**src/rtl/led_ctrl_pkg.sv**
```systemverilog
// Shared encodings for the LED mode sequencer: mode values, pattern seeds,
// key-event bit positions and the decoded single-event type.
package led_ctrl_pkg;

  typedef enum logic [1:0] {
    MODE_IDLE  = 2'd0,
    MODE_RUN   = 2'd1,
    MODE_BLINK = 2'd2,
    MODE_COUNT = 2'd3
  } mode_e;

  localparam logic [3:0] LED_OFF    = 4'b1111;
  localparam logic [3:0] RUN_INIT   = 4'b1110;
  localparam logic [3:0] BLINK_INIT = 4'b0000;

  localparam int EV_MODE  = 0;
  localparam int EV_UP    = 1;
  localparam int EV_DN    = 2;
  localparam int EV_PAUSE = 3;

  typedef enum logic [2:0] {
    EVT_NONE,
    EVT_PAUSE,
    EVT_MODE,
    EVT_UP,
    EVT_DN
  } evt_e;

  function automatic mode_e next_mode(input mode_e m);
    case (m)
      MODE_IDLE:  next_mode = MODE_RUN;
      MODE_RUN:   next_mode = MODE_BLINK;
      MODE_BLINK: next_mode = MODE_COUNT;
      default:    next_mode = MODE_IDLE;
    endcase
  endfunction

  // COUNT starts from count = 0, which shows as all LEDs off.
  function automatic logic [3:0] mode_seed(input mode_e m);
    case (m)
      MODE_RUN:   mode_seed = RUN_INIT;
      MODE_BLINK: mode_seed = BLINK_INIT;
      default:    mode_seed = LED_OFF;
    endcase
  endfunction

endpackage

```
**src/rtl/led_mode_ctrl_tick_gen.sv**
```systemverilog
// Programmable prescaler: emits a one-cycle tick every `period` cycles,
// restartable by `clear` and frozen by `hold`.
module tick_gen #(
  parameter int CW = 24
) (
  input  logic          clk,
  input  logic          rest,
  input  logic [CW-1:0] period,
  input  logic          clear,
  input  logic          hold,
  output logic          tick
);

  logic [CW-1:0] cnt_q, cnt_d;

  assign tick = !hold && (cnt_q == period - CW'(1));

  // NOTE: every always_comb output gets a default first so no path leaves it unassigned (no latch).
  always_comb begin
    cnt_d = cnt_q;
    if (clear) begin
      cnt_d = '0;
    end else if (!hold) begin
      cnt_d = tick ? '0 : cnt_q + CW'(1);
    end
  end

  // NOTE: state registers use non-blocking <= so every flop samples pre-edge values.
  always_ff @(posedge clk) begin
    if (!rest) cnt_q <= '0;
    else       cnt_q <= cnt_d;
  end

endmodule

```
**src/rtl/led_mode_ctrl.sv**
```systemverilog
// 4-LED pattern sequencer: prioritised key events select mode, speed and
// pause; a prescaler tick advances the active-low pattern.
module led_mode_ctrl
  import led_ctrl_pkg::*;
#(
  parameter int TICK_DIV = 12_500_000,
  parameter int CW       = 24
) (
  input  logic       clk,
  input  logic       rest,
  input  logic [3:0] key_evt,
  output logic [3:0] led,
  output logic [1:0] mode,
  output logic [1:0] speed,
  output logic       paused
);

  mode_e      mode_q, mode_d;
  logic [1:0] speed_q, speed_d;
  logic       paused_q, paused_d;
  logic [3:0] led_q, led_d;
  logic [3:0] count_q, count_d;
  logic [3:0] count_inc;

  evt_e          evt;
  logic          any_evt;
  logic          tick;
  logic [CW-1:0] period;

  assign period    = CW'(TICK_DIV) >> speed_q;
  assign any_evt   = (evt != EVT_NONE);
  assign count_inc = count_q + 4'd1;

  // Only the highest-priority pressed key is honoured; the rest are dropped.
  always_comb begin
    evt = EVT_NONE;
    if      (key_evt[EV_PAUSE]) evt = EVT_PAUSE;
    else if (key_evt[EV_MODE])  evt = EVT_MODE;
    else if (key_evt[EV_UP])    evt = EVT_UP;
    else if (key_evt[EV_DN])    evt = EVT_DN;
  end

  tick_gen #(.CW(CW)) u_tick_gen (
    .clk    (clk),
    .rest   (rest),
    .period (period),
    .clear  (any_evt),
    .hold   (paused_q),
    .tick   (tick)
  );

  always_ff @(posedge clk) begin
    if (!rest) begin
      mode_q   <= MODE_IDLE;
      speed_q  <= 2'd0;
      paused_q <= 1'b0;
      led_q    <= LED_OFF;
      count_q  <= 4'd0;
    end else begin
      mode_q   <= mode_d;
      speed_q  <= speed_d;
      paused_q <= paused_d;
      led_q    <= led_d;
      count_q  <= count_d;
    end
  end

  // An honoured event always beats a coincident tick.
  always_comb begin
    mode_d   = mode_q;
    speed_d  = speed_q;
    paused_d = paused_q;
    led_d    = led_q;
    count_d  = count_q;
    unique case (evt)
      EVT_PAUSE: paused_d = !paused_q;
      EVT_MODE: begin
        mode_d  = next_mode(mode_q);
        led_d   = mode_seed(mode_d);
        count_d = 4'd0;
      end
      EVT_UP:   if (speed_q != 2'd3) speed_d = speed_q + 2'd1;
      EVT_DN:   if (speed_q != 2'd0) speed_d = speed_q - 2'd1;
      EVT_NONE: begin
        if (tick) begin
          case (mode_q)
            MODE_IDLE:  led_d = LED_OFF;
            MODE_RUN:   led_d = {led_q[2:0], led_q[3]};
            MODE_BLINK: led_d = ~led_q;
            MODE_COUNT: begin
              count_d = count_inc;
              led_d   = ~count_inc;
            end
          endcase
        end
      end
    endcase
  end

  assign led    = led_q;
  assign mode   = mode_q;
  assign speed  = speed_q;
  assign paused = paused_q;

endmodule

```
**config.mk**
```make
export PLATFORM = sky130hd
export DESIGN_NAME = led_mode_ctrl
export DESIGN_NICKNAME = d
export VERILOG_FILES = /design/src/rtl/led_ctrl_pkg.sv /design/src/rtl/led_mode_ctrl_tick_gen.sv /design/src/rtl/led_mode_ctrl.sv
export SDC_FILE = /design/constraint.sdc
export NUM_CORES = 1
export LEC_CHECK = 0
export CAP_MARGIN = 0
export CORE_AREA = 2 2 89 91
export CTS_BUF_LIST = sky130_fd_sc_hd__clkbuf_4 sky130_fd_sc_hd__clkbuf_8
export DETAILED_ROUTE_END_ITERATION = 10
export DIE_AREA = 0 0 91 93
export GPL_TIMING_DRIVEN = 0
export PLACE_DENSITY_LB_ADDON = 0.3
export SYNTH_ARGS = -nofsm -noshare
export SYNTH_HDL_FRONTEND = slang
export SYNTH_HIERARCHICAL = 1
export SYNTH_SLANG_ARGS = --single-unit
export TNS_END_PERCENT = 1
```
**constraint.sdc**
```tcl
create_clock -name clk -period 5.05 [get_ports clk]
set_input_delay 0.7575 -clock clk [delete_from_list [all_inputs] [get_ports clk]]
set_output_delay 0.7575 -clock clk [all_outputs]
set_load 0.1 [all_outputs]
```
# Word-level counts from Yosys, hierarchy flattened
# Cells that the tools add are included.
# word_totals
register_bits	37
wordCells	59
out_inout_bits	9
# classes
shifts	1
eq_ne	15
addsub	5
n_mux	17
bitwise	3
reduce_logical	12
# op_table
cell	n
24-bit by 1-bit adder with 24-bit output (second input constant)	1
24-bit equality test	1
24-bit two-way mux	1
4-bit one-hot mux with 2 select lines	3
24-bit by 2-bit >> shifter with 24-bit output (first input constant)	1
24-bit by 1-bit subtractor with 24-bit output (second input constant)	1
4-bit one-hot mux with 4 select lines	1
3-bit two-way mux	4
4-bit two-way mux	3
2-bit inequality test (second input constant)	4
4-bit NOT	2
2-bit equality test (second input constant)	3
3-bit by 2-bit equality test with 1-bit output (second input constant)	2
2-bit two-way mux	3
2-bit one-hot mux with 3 select lines	1
3-bit AND reduction	2
2-bit nonzero test	3
4-bit by 1-bit adder with 4-bit output (second input constant)	1
2-bit by 1-bit equality test with 1-bit output (second input constant)	2
2-bit one-hot mux with 2 select lines	1
3-bit by 1-bit equality test with 1-bit output (second input constant)	1
3-bit equality test (second input constant)	1
3-bit logical NOT	1
3-bit nonzero test	1
9 further kinds	9

# Longest topological paths before layout
# Gate-level depths: netlist (run 1).
# depth
word_depth	9
depth_mapped	14
depth_no_buf	12

# By module
# Netlist (run 1), hierarchy kept.
# modules_own_cells
module	cells_per_inst	area_per_inst_um2	instances	seq_area_each_um2
tick_gen	236	1896.8	1	480.5
led_mode_ctrl	110	863.3	1	260.2

# Least setup slack after synthesis (run 1)
# OpenSTA, ideal clock, no wires.
# synth_timing
kind	register to register
from	register speed_q[0], in the netlist speed[0]
to	register led_q[3], in the netlist led[3]
n_path_buf	2
setup_ps	73
t_arrival_ps	3706
t_required_ps	4977
slack_ps	1271
stages_incl_launch_ff	14
cell_sequence	dfxtp_1 > nand2_1 > inv_1 > or4b_1 > clkbuf_1 > a2111o_1 > a2111oi_0 > nand4_1 > nor4_4 > buf_6 > or4b_1 > a21oi_2 > inv_2 > o211ai_2
# synth_between
elab_chain_cells	6
# synth_lines
item	line_no	rtl
start: declaration	led_mode_ctrl.sv:19	logic [1:0] speed_q, speed_d;
start signal: assignment	led_mode_ctrl.sv:61	speed_q <= speed_d;
24-bit by 2-bit >> shifter with 24-bit output	led_mode_ctrl.sv:30	assign period = CW'(TICK_DIV) >> speed_q;
named net period[11]	led_mode_ctrl.sv:28	logic [CW-1:0] period;
24-bit by 1-bit subtractor with 24-bit output	led_mode_ctrl_tick_gen.sv:16	assign tick = !hold && (cnt_q == period - CW'(1));
24-bit equality test	led_mode_ctrl_tick_gen.sv:16	
1-bit logical AND	led_mode_ctrl_tick_gen.sv:16	
named net tick	led_mode_ctrl.sv:27	logic tick;
2-bit by 1-bit inequality test with 1-bit output (no source line)	--	
2-bit AND reduction (no source line)	--	
end signal: assignment	led_mode_ctrl.sv:63	led_q <= led_d;
end: declaration	led_mode_ctrl.sv:21	logic [3:0] led_q, led_d;
# The timed path passes the listed nets, and every way through them passes these cells.
# A chain may end at the register's enable or synchronous reset.

# Final worst setup path (run 1)
# Same ends and word-level chain as after synthesis.

==> impl_metrics.ini, run 1 <==
[cells_and_area]
drive_gt1_frac = 0.06218
fill_cells = 792
finalNonFillerCells = 488
nets = 399
syn2layout_area_growth_pct = 15.55
diodes = 0

[placed_design]
gp_congestion = 0.7977
hpwlAfterDp_um = 4840
port_buffers = 14
dp_cells = 481
place_ws_ns = 0.5993

[power]
vdd_drop_max_uv = 143.7
p_per_area_nw_per_um2 = 199.7
cellLeakagePower_nw = 1.100
power_mw = 0.6369

[job]
maxCapViolCount = 0

[timing]
rsz0062_at_grt = no
setup_viol = 0
hold_viol = 0
fmax_mhz = 227.2
finalCritPeriodShare = 0.8716
clock_skew_ns = 0.006331
fin_ws_ns = 0.6483
final.setup.tns_ns = 0
fin_crit_ns = 4.402
worst_pin_slew_ns = 0.9757
slew_viol_final = 0
slew_headroom = 0.3475

[synthesis]
synthAdderAreaFrac = 0.03173
yosys-top-cells-area = dfxtp_1 (27%), xnor2_1 (10%), xor2_1 (8.3%)
ys_seq_elements = 37
synthSimpleGateAreaFrac = 0.3209
synth_top_family_by_area = simple AND/OR/NAND/NOR gates
yosys_most_used_dff = dfxtp_1
synth_edf_count = 0
yosysSeqAreaShare = 0.2684
synth_top_area_share = 0.2684
synthArstFlopShare = 0
netlist-cell-type-count = 60
synthMuxAreaShare = 0.01088
synth_area_per_cell_sq_um = 7.977
synth_top_area_cell = dfxtp_1
synth_cells = 346
synthXorXnorAreaFrac = 0.1840
ys_warn_count = 6
synth-compound-area-share = 0.1351
synth.cell_area_sq_um = 2760

[drt]
drt_first_pass_iters = 5
wl_um = 6281
wl_per_cell_um = 12.87
viasPerCell = 5.121
drt-initial-drc-count = 108
detail-route-antenna-nets = 0
drc = 0
num_vias = 2499

[global_routing]
grt_pass1_vias = 2323
grtUsageTotal = 0.1550
grt_pass1_wl_um = 10840
grt_max_degree = 16
grt_antenna_before_repair = 0
overflow = 0

[clocking]
cts-hold-fix-buffers = 0
cts_buffer_depth = 2
post_cts_resized = 0
clock_latency_ns = 0.29
cts_sinks = 37
cts_made_buffers = 5
cts.htree.levels = 2
clk_pin_slew_ns = 0.07
cts_setup_buffers = 0
cts_tree = done
cts_root_buffer = clkbuf_8

[floorplanning]
io_pins = 15
die_w_um = 91
die-area_sq_um = 8463
die_height_um = 93
design.core.area_sq_um = 7527
start_util = 0.3667
placementRows = 32

[worst_setup_path]
critical_path.max_fanout = 15
arrival_ns = 4.63
critPathCaptureType = flip-flop
crit_type = flip-flop to flip-flop
cp-start-kind = flip-flop
worstPathRequired_ns = 5.28

[hold_path]
hold_class = flip-flop to flip-flop

[status]
status = finished clean
-- worst max-delay path: stages (launching register included) --
cell       delay (ns)
dfxtp_1          0.46
nand2_1          0.37
inv_1            0.24
or4b_1           0.54
clkbuf_1         0.18
a2111o_1         0.38
a2111oi_0        0.27
nand4_1          0.24
nor4_4           0.54
buf_6            0.24
or4b_1           0.47
a21oi_2          0.21
inv_2            0.05
o211ai_2         0.14
-- worst paths after layout --
check / startpoint / to / slack, ns / depth (start not counted)
worst max-delay path: speed[0] / led[3] / 0.65 / 13
worst min-delay path: led[1] / led[1] / 0.51 / 2
worst max register to register: speed[0] / led[3] / 0.65 / 13
worst min register to register: led[1] / led[1] / 0.51 / 2
-- state kept, by name (all words and copies together) (netlist names) --
name,flops
count_q,4
led,4
mode,2
paused,1
speed,2
u_tick_gen/cnt_q,24
-- power breakdown --
| group | total, mW | leakage (nW) | switching (mW) | internal, mW |
|---|---|---|---|---|
| Clock | 0.219 | 0.0477 | 0.105 | 0.114 |
| Combinational | 0.114 | 0.752 | 0.0755 | 0.0389 |
| Sequential | 0.304 | 0.299 | 0.00757 | 0.296 |
-- through the flow --
stage	cell area [sq um]	hold slack (ns)	util
global placement	3099	0.4975	0.4117
floorplan	2831	0.4785	-
detailed placement	3099	0.5029	0.4117
global route	3189	0.5513	0.4237
CTS	3189	0.5140	0.4237
finish	3189	0.5131	0.4237
-- layout make-up --
| cell class | count | area (sq um) | share of cell area |
|---|---|---|---|
| buffer | 11 | 63.81 | 0.02001 |
| clock buffer | 7 | 90.09 | 0.02825 |
| inverter | 17 | 63.81 | 0.02001 |
| multi-input combinational | 300 | 1963 | 0.6155 |
| sequential | 37 | 740.7 | 0.2322 |
| tap | 102 | 127.6 | 0.04002 |
| timing repair buffer | 14 | 140.1 | 0.04394 |
-- kinds of logic (layout without fill, tap and decap cells) --
family | after synthesis | count (layout)
simple gates | 158 | 158
xor+xnor | 58 | 58
compound gates | 53 | 53
flops | 37 | 37
buf+inv | 28 | 49
fa+ha+maj | 7 | 7
mux | 3 | 3
other cells | 2 | 21
-- placed cells by master (no fill, tap or decap), types with 3 or more instances in the layout --
cell and count:
a21oi_1 9, and2_1 4, and3_1 5, clkbuf_1 7
clkbuf_8 6, clkdlybuf4s50_1 14, conb_1 21, dfxtp_1 37
ha_1 7, inv_1 15, mux2i_1 3, nand2_1 28
nand2b_1 6, nand3_1 18, nand4_1 5, nor2_1 21
nor2b_1 8, nor3_1 31, nor4_1 6, o211ai_1 3
o21ai_0 10, o21ai_1 4, o311ai_0 3, or3_1 4
or4_1 3, xnor2_1 32, xor2_1 26
-- cells in the mapped netlist (3+ instances only) --
cell type,count
o211ai_1,3
o21ai_1,4
inv_1,15
ha_1,7
nand2_1,28
mux2i_1,3
or3_1,4
nand4_1,5
and2_1,4
a21oi_1,9
nor3_1,31
nand2b_1,6
nor2_1,21
o21ai_0,10
xor2_1,26
dfxtp_1,37
clkbuf_1,7
or4_1,3
nor2b_1,8
xnor2_1,32
nand3_1,18
o311ai_0,3
nor4_1,6
and3_1,5
-- metal layers --
metal	GRT usage	wire (um)	up-vias
met1	0.2087	3130	1167
met2	0.2556	2834	37
met5	0	0	-
li1	-	-	1287
met3	0.02095	218	8
met4	0.05303	99	0
Power figures use the tool's default switching activity.
==> inputs of run 2 (changes only) <==
CORE_AREA = 2 2 78 80   (was 2 2 89 91)
DIE_AREA = 0 0 80 82   (was 0 0 91 93)
==> impl_metrics.ini, run 2 (synthesis gave the netlist of run 1 again) <==
[global_routing]
grt_antenna_before_repair = 0
overflow = 0
grtUsageTotal = 0.2023
gr-usage-met2 = 0.3333
top_usage_layer = met2
grt_pass1_wl_um = 10670
grt_max_degree = 16
grt_pass1_vias = 2392
use_met3 = 0.02747
grt_util_met1 = 0.2678

[placed_design]
gp_congestion = 0.8170
placed_area_sq_um = 3065
port_buffers = 14
hpwlAfterDp_um = 4590

[cells_and_area]
syn2layout_area_growth_pct = 15.91
fill_cells = 560
mostFrequentLayoutCells = dfxtp_1 (37), xnor2_1 (32), nor3_1 (31), nand2_1 (28), xor2_1 (26)
drive_gt1_frac = 0.06460
diodes = 0
post-route-cell-area_sq_um = 3199
layout_commonest_cell = dfxtp_1
largest_reg_flops = 24
multi_input_area_sq_um = 1963
nets = 399
regArea_sq_um = 740.7
top_register = u_tick_gen/cnt_q

[hold_path]
hold_class = flip-flop to flip-flop

[power]
pwr-share-comb = 0.158
power_switching_mw = 0.1892
switching_share = 0.2627
p_per_area_nw_per_um2 = 225.2
vdd_drop_max_uv = 197.5
cellLeakagePower_nw = 1.120
p_seq_frac = 0.421
intPower_mw = 0.5311
clock_power_share = 0.420

[worst_setup_path]
worstPathRequired_ns = 5.27
crit_type = flip-flop to flip-flop
critPathCaptureType = flip-flop
critical_path.max_fanout = 15
arrival_ns = 4.66
cp-start-kind = flip-flop

[job]
maxCapViolCount = 0

[clocking]
cts_sinks = 37
clk_pin_slew_ns = 0.07
cts.htree.levels = 2
cts_made_buffers = 5
cts_buffer_depth = 2
cts_root_buffer = clkbuf_8
clock_latency_ns = 0.29
cts-hold-fix-buffers = 0
cts_tree = done
cts_setup_buffers = 0
post_cts_resized = 0

[timing]
final.setup.tns_ns = 0
clock_skew_ns = 0.01012
setup_viol = 0
slew_headroom = 0.3511
hold_viol = 0
fmax_mhz = 225.4
finalCritPeriodShare = 0.8785
fin_crit_ns = 4.436
worst_pin_slew_ns = 0.9703
rsz0062_at_grt = no
slew_viol_final = 0

[drt]
detail-route-antenna-nets = 0
drc = 0
drt-initial-drc-count = 99
wl_um = 6086
num_vias = 2533
wl_per_cell_um = 13.17
drt_first_pass_iters = 4
viasPerCell = 5.483

[floorplanning]
die_w_um = 80
design.core.area_sq_um = 5746
start_util = 0.4804
io_pins = 15
die-area_sq_um = 6560
die_height_um = 82
placementRows = 28

[status]
status = finished clean
==> run 2: changes by cell type in the layout (fill, tap and decap cells not counted) <==
cell	delta
clkinv_2	+1
clkbuf_4	-1
bufinv_16	+2
clkbuf_8	-1
==> run 2: worst max-delay path, stage by stage, from the launching register on <==
cell and delay (ns):
dfxtp_1 0.46, nand2_1 0.37, inv_1 0.23, or4b_1 0.53
clkbuf_1 0.19, a2111o_1 0.39, a2111oi_0 0.32, nand4_1 0.23
nor4_4 0.50, buf_6 0.24, or4b_1 0.46, a21oi_2 0.23
inv_2 0.06, o211ai_2 0.15
==> run 2: cell type report <==
cell class,instances,area share
timing repair buffer,14,0.04380
tap,75,0.02933
inverter,17,0.01995
clock inverter,3,0.02034
sequential,37,0.2315
multi-input combinational,300,0.6136
buffer,11,0.01995
clock buffer,5,0.02151
==> run 2: path summary, 6_finish.rpt <==
check	depth (start not counted)	slack, ns	from	end
setup / recovery	13	0.61	speed[0]	led[3]
hold / removal	2	0.51	led[1]	led[1]
setup reg to reg	13	0.61	speed[0]	led[3]
hold reg to reg	2	0.51	led[1]	led[1]
==> run 2: metrics by stage <==
step	worst slack, ns	hold slack, ns	std cells	util	power, mW
finish	0.6136	0.5146	462	0.5568	0.7204
global route	0.2292	0.5424	462	0.5568	0.7496
CTS	0.6031	0.5196	462	0.5568	0.7278
detailed placement	0.6442	0.5054	454	0.5335	0.4228
global placement	0.6910	0.4945	454	0.5335	0.4216
floorplan	1.271	0.4785	365	-	0.3953
==> run 2: layer usage <==
layer,up-vias,wire (um)
li1,1292,-
met1,1177,2825
met2,52,2832
met3,12,287
met4,0,140
met5,-,0
==> run 2: power by group through the flow <==
stage          Sequential (mW)  Clock [mW]  Combinational, mW
3_3_place_gp             0.310           0              0.111
4_1_cts                  0.304       0.311              0.113
5_1_grt                  0.305       0.321              0.124
3_5_place_dp             0.310           0              0.113
2_1_floorplan            0.336           0             0.0589
6_report                 0.304       0.303              0.114
==> inputs of run 3 (changes only) <==
ABC_CLOCK_PERIOD_IN_PS = 5050   (was not set)
==> results of run 3 <==
The final DEF is identical to that of run 2; final timing and power are the same.
